File: src/rtl/mem_arb_pkg.sv
// ---------------------------------------------------------------
// mem_arb_pkg : shared widths, state and port encodings
// Rev 1.0
// ---------------------------------------------------------------
`default_nettype none

package mem_arb_pkg;

  localparam int ADDR_W_DFLT = 28;
  localparam int LINE_W_DFLT = 128;

  localparam logic [1:0] IDLE = 2'd0;
  localparam logic [1:0] BUSY = 2'd1;
  localparam logic [1:0] RESP = 2'd2;

  // Port select doubles as the bit index into the two-bit request vector.
  localparam logic PORT_I = 1'b0;
  localparam logic PORT_D = 1'b1;

endpackage

`default_nettype wire

File: src/rtl/arb_rr2.sv
// ---------------------------------------------------------------
// arb_rr2 : two-input round-robin grant with one-bit pointer
// Rev 1.0
// ---------------------------------------------------------------
`default_nettype none

module arb_rr2
  import mem_arb_pkg::*;
(
  input  logic       clk,
  input  logic       rst,
  input  logic [1:0] req_i,
  input  logic       en_i,
  output logic       valid_o,
  output logic       gnt_o
);

  logic ptr_q;
  logic ptr_d;

  always_comb begin
    valid_o = |req_i;
    if (req_i[PORT_I] && req_i[PORT_D]) begin
      gnt_o = ptr_q;
    end else if (req_i[PORT_D]) begin
      gnt_o = PORT_D;
    end else begin
      gnt_o = PORT_I;
    end
    ptr_d = ptr_q;
    // Preference moves to whichever port lost (or did not compete for) this grant.
    if (en_i && valid_o) begin
      ptr_d = ~gnt_o;
    end
  end

  always_ff @(posedge clk) begin
    if (rst) begin
      ptr_q <= PORT_D;
    end else begin
      ptr_q <= ptr_d;
    end
  end

endmodule

`default_nettype wire

File: src/rtl/mem_arbiter.sv
// ---------------------------------------------------------------
// mem_arbiter : I/D cache line requests arbitrated onto one slow memory
// Rev 1.0
// ---------------------------------------------------------------
`default_nettype none

module mem_arbiter
  import mem_arb_pkg::*;
#(
  parameter int ADDR_W = ADDR_W_DFLT,
  parameter int LINE_W = LINE_W_DFLT
) (
  input  logic              clk,
  input  logic              rst,
  input  logic              i_read,
  input  logic              i_write,
  input  logic [ADDR_W-1:0] i_addr,
  input  logic [LINE_W-1:0] i_wdata,
  output logic [LINE_W-1:0] i_rdata,
  output logic              i_ready,
  input  logic              d_read,
  input  logic              d_write,
  input  logic [ADDR_W-1:0] d_addr,
  input  logic [LINE_W-1:0] d_wdata,
  output logic [LINE_W-1:0] d_rdata,
  output logic              d_ready,
  output logic              mem_read,
  output logic              mem_write,
  output logic [ADDR_W-1:0] mem_addr,
  output logic [LINE_W-1:0] mem_wdata,
  input  logic [LINE_W-1:0] mem_rdata,
  input  logic              mem_ready
);

  logic [1:0]        state_q, state_d;
  logic              served_q;
  logic              after_resp_q;
  logic              mem_read_q, mem_write_q;
  logic [ADDR_W-1:0] mem_addr_q;
  logic [LINE_W-1:0] mem_wdata_q;
  logic [LINE_W-1:0] i_rdata_q, d_rdata_q;
  logic              i_ready_q, d_ready_q;

  logic [1:0]        req, blocked, req_masked;
  logic              gnt_valid, gnt_port;
  logic              sel_d, sel_wr;
  logic [ADDR_W-1:0] sel_addr;
  logic [LINE_W-1:0] sel_wdata;

  assign req[PORT_I] = i_read | i_write;
  assign req[PORT_D] = d_read | d_write;

  // The requester only drops its line in the cycle after ready, so its stale
  // request is ignored for the first IDLE cycle following RESP.
  assign blocked    = after_resp_q ? ((served_q == PORT_D) ? 2'b10 : 2'b01) : 2'b00;
  assign req_masked = req & ~blocked;

  arb_rr2 u_arb (
    .clk     (clk),
    .rst     (rst),
    .req_i   (req_masked),
    .en_i    (state_q == IDLE),
    .valid_o (gnt_valid),
    .gnt_o   (gnt_port)
  );

  assign sel_d     = (gnt_port == PORT_D);
  assign sel_wr    = sel_d ? d_write : i_write;
  assign sel_addr  = sel_d ? d_addr  : i_addr;
  assign sel_wdata = sel_d ? d_wdata : i_wdata;

  always_comb begin
    state_d = state_q;
    case (state_q)
      IDLE:    if (gnt_valid) state_d = BUSY;
      BUSY:    if (mem_ready) state_d = RESP;
      RESP:    state_d = IDLE;
      default: state_d = IDLE;
    endcase
  end

  always_ff @(posedge clk) begin
    if (rst) begin
      state_q      <= IDLE;
      served_q     <= PORT_D;
      after_resp_q <= 1'b0;
      mem_read_q   <= 1'b0;
      mem_write_q  <= 1'b0;
      mem_addr_q   <= '0;
      mem_wdata_q  <= '0;
      i_rdata_q    <= '0;
      d_rdata_q    <= '0;
      i_ready_q    <= 1'b0;
      d_ready_q    <= 1'b0;
    end else begin
      state_q      <= state_d;
      after_resp_q <= (state_q == RESP);
      i_ready_q    <= 1'b0;
      d_ready_q    <= 1'b0;
      if ((state_q == IDLE) && gnt_valid) begin
        served_q    <= gnt_port;
        mem_read_q  <= ~sel_wr;
        mem_write_q <= sel_wr;
        mem_addr_q  <= sel_addr;
        mem_wdata_q <= sel_wdata;
      end
      // Returned line lands straight in the served port's rdata register.
      if ((state_q == BUSY) && mem_ready) begin
        mem_read_q  <= 1'b0;
        mem_write_q <= 1'b0;
        if (served_q == PORT_D) begin
          d_ready_q <= 1'b1;
          if (!mem_write_q) d_rdata_q <= mem_rdata;
        end else begin
          i_ready_q <= 1'b1;
          if (!mem_write_q) i_rdata_q <= mem_rdata;
        end
      end
    end
  end

  assign mem_read  = mem_read_q;
  assign mem_write = mem_write_q;
  assign mem_addr  = mem_addr_q;
  assign mem_wdata = mem_wdata_q;
  assign i_rdata   = i_rdata_q;
  assign d_rdata   = d_rdata_q;
  assign i_ready   = i_ready_q;
  assign d_ready   = d_ready_q;

endmodule

`default_nettype wire

File: config.mk
export PLATFORM = sky130hd
export DESIGN_NAME = mem_arbiter
export DESIGN_NICKNAME = d
export VERILOG_FILES = /design/src/rtl/mem_arb_pkg.sv /design/src/rtl/arb_rr2.sv /design/src/rtl/mem_arbiter.sv
export SDC_FILE = /design/constraint.sdc
export NUM_CORES = 1
export LEC_CHECK = 0
export BUFFER_PORTS_ARGS = -buffer_cell sky130_fd_sc_hd__buf_2
export CORE_AREA = 2 2 340 342
export CTS_BUF_LIST = sky130_fd_sc_hd__clkbuf_4 sky130_fd_sc_hd__clkbuf_8
export DETAILED_ROUTE_END_ITERATION = 7
export DIE_AREA = 0 0 342 344
export PLACE_DENSITY = 0.4
export SLEW_MARGIN = 20
export SYNTH_ARGS = -nofsm -noshare
export SYNTH_HDL_FRONTEND = slang
export SYNTH_HIERARCHICAL = 1
export SYNTH_SLANG_ARGS = --single-unit
File: constraint.sdc
create_clock -name clk -period 2.3 [get_ports clk]
set_clock_uncertainty 0.15 [all_clocks]
set_input_delay 0 -clock clk [delete_from_list [all_inputs] [get_ports clk]]
set_output_delay 0 -clock clk [all_outputs]
set_load 0.1 [all_outputs]
==> out/results.ini <==
[clocking]
cts_tree=yes
numCtsBuffers=85
clockBufferDepth=3
clock_latency_ns=0.68
clk_pin_slew_ns=0.06
cts_root_buf=clkbuf_8
cts_max_level=3
post_cts_buffers=0
cts.sinks=421

[pwr]
p_clk_frac=0.343
p_leak_uw=0.0159
combPwrFrac=0.323
swShare=0.385
ir_drop_uv=552
p_seq_frac=0.334
p_switching_uw=9380
internal_power_uw=15000
powerDensity_mw_per_mm2=723

[worst_setup_path]
path_cells=inv_1, a21oi_1, buf_4, a21boi_4, buf_12, buf_4, mux2i_1, a211oi_1
cp-end-kind=register
slowest_stage=mux2i_1
arrival_ns=2.61
max_stage_delay_ns=0.39
crit_top_cell=buf_4
crit_type=register to register
cp.required_ns=2.70
critPathLaunchType=register
reg2reg_from=served_q
cp_max_fo=22
path_delay_family=buffers and inverters
cp-startpoint=served_q
path_buf_inv=4

[final_layout]
utilization=0.296
drive_above_1_share=0.325
syn_to_final_growth_pct=91.5
final_nets=3819
design_area_mm2=0.0337

[route]
drt-initial-drc-count=492
vias_per_cell=3.77
vias=18700
drtPass1Iterations=4
drc=0
drtAntennaViolNets=0
wirelength_um=86500
wl_per_cell_um=17.5

[min_path]
hp-class=primary input to register
hp-start=mem_rdata[88]

[synth]
synth_edf_count=0
yosys_most_used_dff=dfxtp_1
syn_avg_cell_area_um2=10.3
syn-num-nets=2150
yosys_warnings=6
syn_inst=1703
yosysSeqAreaShare=0.479
synth_top_cell_area_share=0.479
syn_area_mm2=0.0176
synth.ff_latch_count=421
synthTopCellsByArea=dfxtp_1 48%, mux2i_1 24%, nand2b_1 14%, a211oi_1 6.7%, nor2_1 3.5%
synthArstFlopShare=0
synthMostInstantiatedCell=dfxtp_1
synth_top_cell_by_area=dfxtp_1
ys_types=24
synth_common_cells=421 x dfxtp_1, 414 x mux2i_1, 384 x nand2b_1

[timing]
period_needed_ns=2.21
finalSetupTns_ns=0
rsz0062_at_grt=false
hold_violations=0
worst_pin_slew_ns=0.656
holdWs_ns=0.0974
fin_ws_ns=0.0940
max_slew_margin=0.565
final-max-slew-violation-count=0
fmax_mhz=453
finalSetupViolations=0
period_share=0.959

[placement]
port-buffer-count=862
gp_congestion=0.803
place_area_mm2=0.0242
hpwl_um=62700
place_ws_ns=0.0937

[die]
ios=863
rows=124
die-area_mm2=0.118
fp.coreArea_mm2=0.114
die_x_um=342
start_util=0.155
die_h_um=344

[status]
status=finished clean

[global_route]
grt_pass1_vias=19800
grt_antenna_before_repair=3
grt_max_degree=88
grt_overflow=0
grt_usage=0.140
grt_pass1_wl_um=125000

[run]
drv_cap=0

cell type report:
cell class / instances / area, µm²
Antenna cell: 2 / 5.00
Sequential cell: 421 / 8430
Clock buffer: 131 / 1650
Multi-Input combinational cell: 1136 / 8490
Fill cell: 11900 / 80200
Inverter: 2 / 7.51
Clock inverter: 18 / 174
Timing Repair Buffer: 1726 / 13100
Tap cell: 1512 / 1890
repair_timing:
item,CTS,global route
hold endpoints to repair,421,0
hold buffers,769,0
setup endpoints to repair,0,3
resized for setup,0,3
flip-flops by register name (all words and copies together), names as in the netlist:
name          count
state_q           2
mem_read          1
d_rdata         128
i_ready           1
mem_write         1
i_rdata         128
d_ready           1
u_arb/ptr_q       1
mem_addr         28
served_q          1
after_resp_q      1
mem_wdata       128
worst min-delay path: stages:
cell	delay, ns
dlygate4sd3_1	0.55
buf_2	0.11
nand2b_1	0.10
mux2i_1	0.14
kinds of logic after synthesis:
family	count (synthesis)	synth area share
simple gates	557	0.175
flops	421	0.479
mux	414	0.235
compound gates	165	0.0701
buf+inv	146	0.0407
final timing paths:
kind	to	slack [ns]	cells past startpoint
worst max register to register	mem_addr[0]	0.09	8
worst min register to register	i_rdata[99]	0.31	2
worst max-delay path	mem_addr[0]	0.09	8
worst min-delay path	d_rdata[88]	0.1	4
power groups by stage:
stage,clock network [µW],logic (µW),registers (µW)
4_1_cts,8790,7890,8130
3_3_place_gp,0,6880,8280
3_5_place_dp,0,6870,8290
5_1_grt,9090,8220,8180
6_report,8370,7870,8140
2_1_floorplan,0,1570,11700
layer usage:
metal,GRT usage,vias to the layer above,routed length [µm]
met5,0,-,11
met4,0.0665,2,3670
met3,0.0432,162,6770
met2,0.233,703,40200
met1,0.164,8593,35900
li1,-,9209,-
stage by stage:
step                cells  total power (µW)
floorplan            1703             13300
finish               4948             24400
global placement     4028             15200
global route         4948             25500
CTS                  4946             24800
detailed placement   4028             15200
cells in the final DEF (no fill, tap or decap), types with 2 or more instances in the layout:
master,count
inv_1,2
buf_4,69
nor4_1,2
buf_12,26
a211oi_1,157
buf_2,861
clkinvlp_4,5
clkbuf_8,106
mux2i_1,411
nand2b_1,384
dfxtp_1,421
bufinv_16,2
nor2_1,162
clkinv_2,8
clkbuf_4,25
diode_2,2
mux2i_2,3
nor3_1,2
dlygate4sd3_1,769
a21oi_1,3
Power figures use the tool's default switching activity.
